==> src/rtl/digit_scan_pkg.sv <==
// Shared constants, digit-index type and small helpers for the digit scanner.
package digit_scan_pkg;

  localparam int NDIG   = 4;
  localparam int NIB_W  = 4;
  localparam int DATA_W = NDIG * NIB_W;
  localparam logic [NDIG-1:0] AN_OFF = 4'b1111;

  typedef logic [1:0] digit_idx_t;

  // Hex value of digit k inside a packed display word.
  function automatic logic [NIB_W-1:0] pickNibble(input logic [DATA_W-1:0] word,
                                                  input digit_idx_t k);
    return word[int'(k)*NIB_W +: NIB_W];
  endfunction

  // A digit is blank when it and every digit to its left are zero; digit 0 always shows.
  function automatic logic isSuppressed(input logic [DATA_W-1:0] word,
                                        input digit_idx_t k);
    logic nonZero;
    nonZero = 1'b0;
    for (int j = 0; j < NDIG; j++) begin
      if (j >= int'(k) && word[j*NIB_W +: NIB_W] != '0) nonZero = 1'b1;
    end
    return (int'(k) != 0) && !nonZero;
  endfunction

  // Active-low anode pattern for digit k given enable and leading-zero blanking.
  function automatic logic [NDIG-1:0] anodeFor(input digit_idx_t k,
                                               input logic en,
                                               input logic lzs,
                                               input logic [DATA_W-1:0] word);
    if (!en || (lzs && isSuppressed(word, k))) return AN_OFF;
    return ~(NDIG'(1) << k);
  endfunction

endpackage

==> src/rtl/digit_scan_if.sv <==
// Bus between the display driver client and the digit scanner.
interface digit_scan_if;
  import digit_scan_pkg::*;

  logic                  load;
  logic [DATA_W-1:0]     data_in;
  logic [NDIG-1:0]       dp_in;
  logic                  lzs;
  logic                  en;
  logic [NIB_W-1:0]      nibble;
  logic [NDIG-1:0]       an;
  logic                  dp;
  logic                  pending;

  modport master (output load, data_in, dp_in, lzs, en,
                  input  nibble, an, dp, pending);

  modport slave  (input  load, data_in, dp_in, lzs, en,
                  output nibble, an, dp, pending);

endinterface

==> src/rtl/digit_scan_tick_gen.sv <==
// Prescaler producing a one-cycle tick every DIV clock cycles.
module tick_gen #(
  parameter int DIV = 50000
) (
  input  logic clk,
  input  logic rst_n,
  output logic tick
);

  localparam int CW = $clog2(DIV);

  logic [CW-1:0] r_count;

  assign tick = (r_count == CW'(DIV - 1));

  // Count 0..DIV-1 and wrap back to zero on the tick cycle.
  always_ff @(posedge clk) begin
    if (!rst_n) begin
      r_count <= '0;
    end else if (tick) begin
      r_count <= '0;
    end else begin
      r_count <= r_count + CW'(1);
    end
  end

endmodule

==> src/rtl/digit_scan.sv <==
// Four-digit multiplexed display scanner with double-buffered, frame-aligned update.
module digit_scan
  import digit_scan_pkg::*;
#(
  parameter int DIV = 50000
) (
  input  logic         clk,
  input  logic         rst_n,
  digit_scan_if.slave  bus
);

  logic              w_tick;
  logic              w_commit;
  digit_idx_t        w_idxNext;
  logic [DATA_W-1:0] w_dispNext;
  logic [NDIG-1:0]   w_dispDpNext;

  digit_idx_t        r_idx;
  logic [DATA_W-1:0] r_shadow;
  logic [NDIG-1:0]   r_shadowDp;
  logic              r_pending;
  logic [DATA_W-1:0] r_disp;
  logic [NDIG-1:0]   r_dispDp;
  logic [NIB_W-1:0]  r_nibble;
  logic              r_dp;
  logic [NDIG-1:0]   r_an;

  tick_gen #(.DIV(DIV)) u_tick_gen (
    .clk   (clk),
    .rst_n (rst_n),
    .tick  (w_tick)
  );

  // Next digit index and display contents; the display only changes at a frame boundary.
  always_comb begin
    w_commit     = w_tick && (r_idx == digit_idx_t'(NDIG - 1)) && r_pending;
    w_idxNext    = w_tick ? digit_idx_t'(r_idx + 2'd1) : r_idx;
    w_dispNext   = w_commit ? r_shadow   : r_disp;
    w_dispDpNext = w_commit ? r_shadowDp : r_dispDp;
  end

  // Scan index, shadow capture and display commit.
  always_ff @(posedge clk) begin
    if (!rst_n) begin
      r_idx      <= '0;
      r_shadow   <= '0;
      r_shadowDp <= '0;
      r_pending  <= 1'b0;
      r_disp     <= '0;
      r_dispDp   <= '0;
    end else begin
      r_idx    <= w_idxNext;
      r_disp   <= w_dispNext;
      r_dispDp <= w_dispDpNext;
      if (bus.load) begin
        r_shadow   <= bus.data_in;
        r_shadowDp <= bus.dp_in;
      end
      r_pending <= bus.load | (r_pending & ~w_commit);
    end
  end

  // Register the visible outputs from the state they will accompany next cycle.
  always_ff @(posedge clk) begin
    if (!rst_n) begin
      r_nibble <= '0;
      r_dp     <= 1'b0;
      r_an     <= anodeFor(digit_idx_t'(0), bus.en, bus.lzs, '0);
    end else begin
      r_nibble <= pickNibble(w_dispNext, w_idxNext);
      r_dp     <= w_dispDpNext[w_idxNext];
      r_an     <= anodeFor(w_idxNext, bus.en, bus.lzs, w_dispNext);
    end
  end

  assign bus.nibble  = r_nibble;
  assign bus.dp      = r_dp;
  assign bus.an      = r_an;
  assign bus.pending = r_pending;

endmodule
==> src/flat_wrapper.sv <==
// flat-port wrapper written by rule: the top's interface ports become plain ports
module digit_scan_flat import digit_scan_pkg::*;
#(
  parameter int DIV = 50000
)
  (clk, rst_n, bus_load, bus_data_in, bus_dp_in, bus_lzs, bus_en, bus_nibble, bus_an, bus_dp, bus_pending);
  digit_scan_if bus_i ();
  input  logic clk;
  input  logic rst_n;
  input wire logic [$bits(bus_i.load)-1:0] bus_load;
  input wire logic [$bits(bus_i.data_in)-1:0] bus_data_in;
  input wire logic [$bits(bus_i.dp_in)-1:0] bus_dp_in;
  input wire logic [$bits(bus_i.lzs)-1:0] bus_lzs;
  input wire logic [$bits(bus_i.en)-1:0] bus_en;
  output wire logic [$bits(bus_i.nibble)-1:0] bus_nibble;
  output wire logic [$bits(bus_i.an)-1:0] bus_an;
  output wire logic [$bits(bus_i.dp)-1:0] bus_dp;
  output wire logic [$bits(bus_i.pending)-1:0] bus_pending;
  assign bus_i.load = bus_load;
  assign bus_i.data_in = bus_data_in;
  assign bus_i.dp_in = bus_dp_in;
  assign bus_i.lzs = bus_lzs;
  assign bus_i.en = bus_en;
  assign bus_nibble = bus_i.nibble;
  assign bus_an = bus_i.an;
  assign bus_dp = bus_i.dp;
  assign bus_pending = bus_i.pending;
  digit_scan #(.DIV(DIV)) u_core (.clk(clk), .rst_n(rst_n), .bus(bus_i));
endmodule
==> config.mk <==
export PLATFORM = sky130hd
export DESIGN_NAME = digit_scan_flat
export DESIGN_NICKNAME = d
export VERILOG_FILES = /design/src/rtl/digit_scan_pkg.sv /design/src/rtl/digit_scan_if.sv /design/src/rtl/digit_scan_tick_gen.sv /design/src/rtl/digit_scan.sv /design/src/flat_wrapper.sv
export SDC_FILE = /design/constraint.sdc
export NUM_CORES = 1
export LEC_CHECK = 0
export BUFFER_PORTS_ARGS = -buffer_cell sky130_fd_sc_hd__buf_2
export CAP_MARGIN = 25
export CORE_MARGIN = 2
export CORE_UTILIZATION = 38
export CTS_CLUSTER_DIAMETER = 100
export DETAILED_ROUTE_END_ITERATION = 8
export PLACE_DENSITY = 0.63
export SYNTH_ARGS = -nofsm -noshare
export SYNTH_HDL_FRONTEND = slang
export SYNTH_SLANG_ARGS = --single-unit
==> constraint.sdc <==
create_clock -name clk -period 5.8 [get_ports clk]
set_input_delay 0.58 -clock clk [delete_from_list [all_inputs] [get_ports clk]]
set_output_delay 0.58 -clock clk [all_outputs]
set_load 0.05 [all_outputs]
==> flow_summary_export.csv <==
group,metric,value,unit
status,run_status,"completed",
global_routing,largest_net_degree_at_the_start_of_global_routing,53,
power,pwr_dens,259,mW/mm²
sta,finalCritPeriodShare,50.6,%
clock_tree,tritoncts,"done",
placement,dp_hpwl,4.97,mm
drt,met2_wirelength,3.25,mm
worst_setup_path,startpoint_type,"flip-flop",
drt,detailedRoute.firstIterationViolations,155,
drt,post-route-drc-count,0,
clock_tree,clk_pin_slew,70,ps
yosys,yosys.area_share.simple,25.6,%
min_path,holdCritStartpoint,"u_core.u_tick_gen.r_count[0]",
sta,final.hold.worst_slack,452,ps
clock_tree,root_buffer,"sky130_fd_sc_hd__clkbuf_8",
cells_and_area,layout.cell_area.non_filler,0.00358,mm²
sta,rsz_0062_raised_after_global_routing,"no",
sta,period_minus_slack,2930,ps
placement,dpl_cell_area,0.00337,mm²
cells_and_area,fillers,780,
yosys,synth_async_sr_flop_share,0,%
worst_setup_path,critical_path.cell_chain,"or4b_4, nor4_4, nand2_2, mux2_2, o2111a_1",
clock_tree,post-cts-setup-buffer-count,0,
drt,drt_pass1_iterations,4,
sta,final-hold-violation-count,0,
drt,avgViaCountPerCell,5.23,
yosys,postSynthRegisterBits,68,
floorplan,height_of_the_die,95.1,µm
drt,highest_metal_layer_with_signal_wires,"met4",
drt,routed_wire_length_per_instance,14.5,µm
sta,report.final.setup_viol,0,
worst_setup_path,reg2reg_to,"u_core.bus.nibble[1]",
clock_tree,clock_insertion_delay_worst_skew,340,ps
worst_setup_path,setup.worst_path.class,"reg -> reg",
floorplan,die_w,95.1,µm
yosys,postSynth.topFlopCell,"sky130_fd_sc_hd__dfxtp_1",
sta,finalClockSkew,10.2,ps
yosys,mux_contribution_to_synthesized_area,8.72,%
yosys,yosys.cell_count.top_type,"sky130_fd_sc_hd__dfxtp_1",
power,cellLeakagePower,1.40,nW
worst_setup_path,rr_worst_depth,5,
worst_setup_path,worst-endpoint-required,6030,ps
sta,worstMarginPinSlew,834,ps
min_path,worstHoldEndpoint,"u_core.u_tick_gen.r_count[0]",
cells_and_area,areaGrowthSynthToFinish,13.5,%
yosys,largest_area_contributor_in_the_synthesized_netlist,"sky130_fd_sc_hd__dfxtp_1",
yosys,synth_edf_count,0,
global_routing,grtUsageTotal,16.5,%
worst_setup_path,critical-path-top-delay-family,"simple AND/OR/NAND/NOR gates",
drt,wirelength_met1,3.22,mm
floorplan,ioPinCount,35,
worst_setup_path,critPathCaptureType,"flip-flop",
worst_setup_path,cp_num_buf_inv,0,
global_routing,first_pass_grt_wire_length,11.6,mm
clock_tree,buffer_depth_of_the_longest_clock_path,2,
sta,max_freq,341,MHz
worst_setup_path,cp_slowest_stage_delay,760,ps
worst_setup_path,critical_path_peak_fanout,21,
drt,detail_route.wirelength,6.91,mm
floorplan,floorplan.initialDensity,38.8,%
global_routing,number_of_global_route_vias_before_repair,2364,
clock_tree,cts_buffers,9,
drt,post_route_ant_nets,0,
yosys,synth_adder_area_share,0.793,%
yosys,yosys_warnings,0,
yosys,post_synth_most_frequent_cells,"68 x sky130_fd_sc_hd__dfxtp_1, 41 x sky130_fd_sc_hd__nand2_1, 24 x sky130_fd_sc_hd__nor2b_1",
yosys,yosys.area.top_type_share,43.1,%
cells_and_area,post_route_cells_drive_above_1_share,16.7,%
min_path,timing.hold.worst.class,"reg -> reg",
power,totalPowerFinal,0.927,mW
yosys,synth_top_family_by_area,"simple AND/OR/NAND/NOR gates",
worst_setup_path,worst-endpoint-arrival,3170,ps
yosys,syn-mean-instance-area,9.23,µm²
drt,route.vias.total,2495,
worst_setup_path,r2r_setup_slack,2870,ps
flow_run,total_of_max_cap_violations,0,
cells_and_area,diodes,0,
global_routing,globalRoute.totalOverflow,0,
sta,worst_max_slew_margin_expressed_relative_to_the_limit,44.0,%
floorplan,coreArea,0.00813,mm²
clock_tree,clock_tree.htree_level_count,3,
power,peak_vdd_ir,0.000145,V
min_path,holdPathStages,1,
yosys,synth_cell_types,49,
cells_and_area,multi_input_area,0.00171,mm²
yosys,mappedNetlistArea,0.00316,mm²
worst_setup_path,critical-path-slowest-cell,"sky130_fd_sc_hd__nor4_4",
yosys,synth_seq_area_share,43.1,%
placement,port-buffer-count,34,
sta,finalSetupTns,0,ps
sta,drv_slew,0,
floorplan,die_area,0.00905,mm²
placement,gp_congestion,0.805,
yosys,netlist_instances,342,
yosys,post_synthesis_share_of_cell_area_spent_on_xor_and_xnor_gates,3.61,%
clock_tree,cts_hold_buffers,0,
yosys,synth_area_leaders,"sky130_fd_sc_hd__dfxtp_1 43%, sky130_fd_sc_hd__mux2i_1 7.3%, sky130_fd_sc_hd__nand2_1 4.9%, sky130_fd_sc_hd__nor2b_1 4.8%, sky130_fd_sc_hd__a21boi_0 4.3%",
cells_and_area,register_area,0.00136,mm²
yosys,postSynthNetCount,369,
cells_and_area,nNetsFinal,395,
clock_tree,ctsResizeCount,0,
floorplan,std_cell_rows,33,
drt,met3_wirelength,295,µm
clock_tree,numClockSinks,68,
yosys,synth_compound_gate_area_share,15.3,%
global_routing,grt_antenna_before_repair,0,
worst_setup_path,r2r-start,"u_core.u_tick_gen.r_count[6]",
## sequential cells by signal, summed over array words and instances, names as in the netlist
name                       flops
u_core.bus.an                  4
u_core.r_disp                 16
u_core.r_dispDp                4
u_core.r_shadow               16
u_core.bus.dp                  1
u_core.bus.nibble              4
u_core.bus.pending             1
u_core.u_tick_gen.r_count     16
u_core.r_idx                   2
u_core.r_shadowDp              4
## worst reg2reg max path, cell delays in order (launching register included)
cell                       delay [ps]
sky130_fd_sc_hd__dfxtp_1          430
sky130_fd_sc_hd__or4b_4           520
sky130_fd_sc_hd__nor4_4           760
sky130_fd_sc_hd__nand2_2          450
sky130_fd_sc_hd__mux2_2           410
sky130_fd_sc_hd__o2111a_1         250
## report_power, final
group / internal [mW] / switching (mW) / leakage [nW]
registers: 0.478 / 0.0105 / 0.553
logic: 0.0228 / 0.0227 / 0.745
clock network: 0.219 / 0.174 / 0.105
## how the worst max path moves through the flow
stage / start / endpoint / slack [ps] / cells after the start
after CTS: u_core.u_tick_gen.r_count[6] / u_core.bus.nibble[1] / 2850 / 5
after global routing: u_core.u_tick_gen.r_count[6] / u_core.bus.nibble[1] / 2690 / 5
after floorplan: u_core.u_tick_gen.r_count[12] / u_core.bus.an[1] / 3520 / 5
after global placement: u_core.u_tick_gen.r_count[6] / u_core.bus.nibble[1] / 2970 / 5
final: u_core.u_tick_gen.r_count[6] / u_core.bus.nibble[1] / 2870 / 5
after detailed placement: u_core.u_tick_gen.r_count[12] / u_core.bus.nibble[1] / 2880 / 5
## placed cells by master (no fill, tap or decap), drive strengths merged, types with 6 or more instances in the layout
| cell | instances |
|---|---|
| dfxtp | 68 |
| and3 | 12 |
| nor2 | 17 |
| nor2b | 24 |
| a211oi | 7 |
| nand3 | 10 |
| mux2i | 23 |
| nor4 | 9 |
| buf | 35 |
| xor2 | 9 |
| and2 | 9 |
| nand2 | 42 |
| o21ai | 16 |
| clkbuf | 11 |
| nand4 | 6 |
| a21boi | 18 |
## cells by family (layout without fill, tap and decap cells)
| family | Yosys count | after routing |
|---|---|---|
| adder cells (fa/ha/maj) | 2 | 2 |
| AO/OA/AOI/OAI | 67 | 67 |
| AND/OR/NAND/NOR | 144 | 144 |
| multiplexers | 27 | 27 |
| XOR/XNOR | 13 | 13 |
| buffers and inverters | 21 | 51 |
| flip-flops | 68 | 68 |
## layer usage
layer  vias to the layer above  track usage, %
met1                      1163            21.5
met3                        14            4.27
met4                         0            6.88
met5                         -               0
li1                       1272               -
met2                        46            26.1
## metrics by stage
step	worst slack (ps)	instances	utilization (%)
after floorplan	3520	342	-
after global placement	2970	461	41.5
after detailed placement	2880	461	41.5
after CTS	2850	476	43.9
after global routing	2690	477	44.0
final	2870	477	44.0
## cell type report
| cell class | count | area share (%) |
|---|---|---|
| clock buffer | 11 | 4.23 |
| timing repair buffer | 35 | 4.96 |
| clock inverter | 4 | 1.36 |
| inverter | 1 | 0.105 |
| sequential | 68 | 38.0 |
| multi-input combinational | 253 | 47.7 |
| tap | 105 | 3.67 |
(Power assumes the default switching activity.)
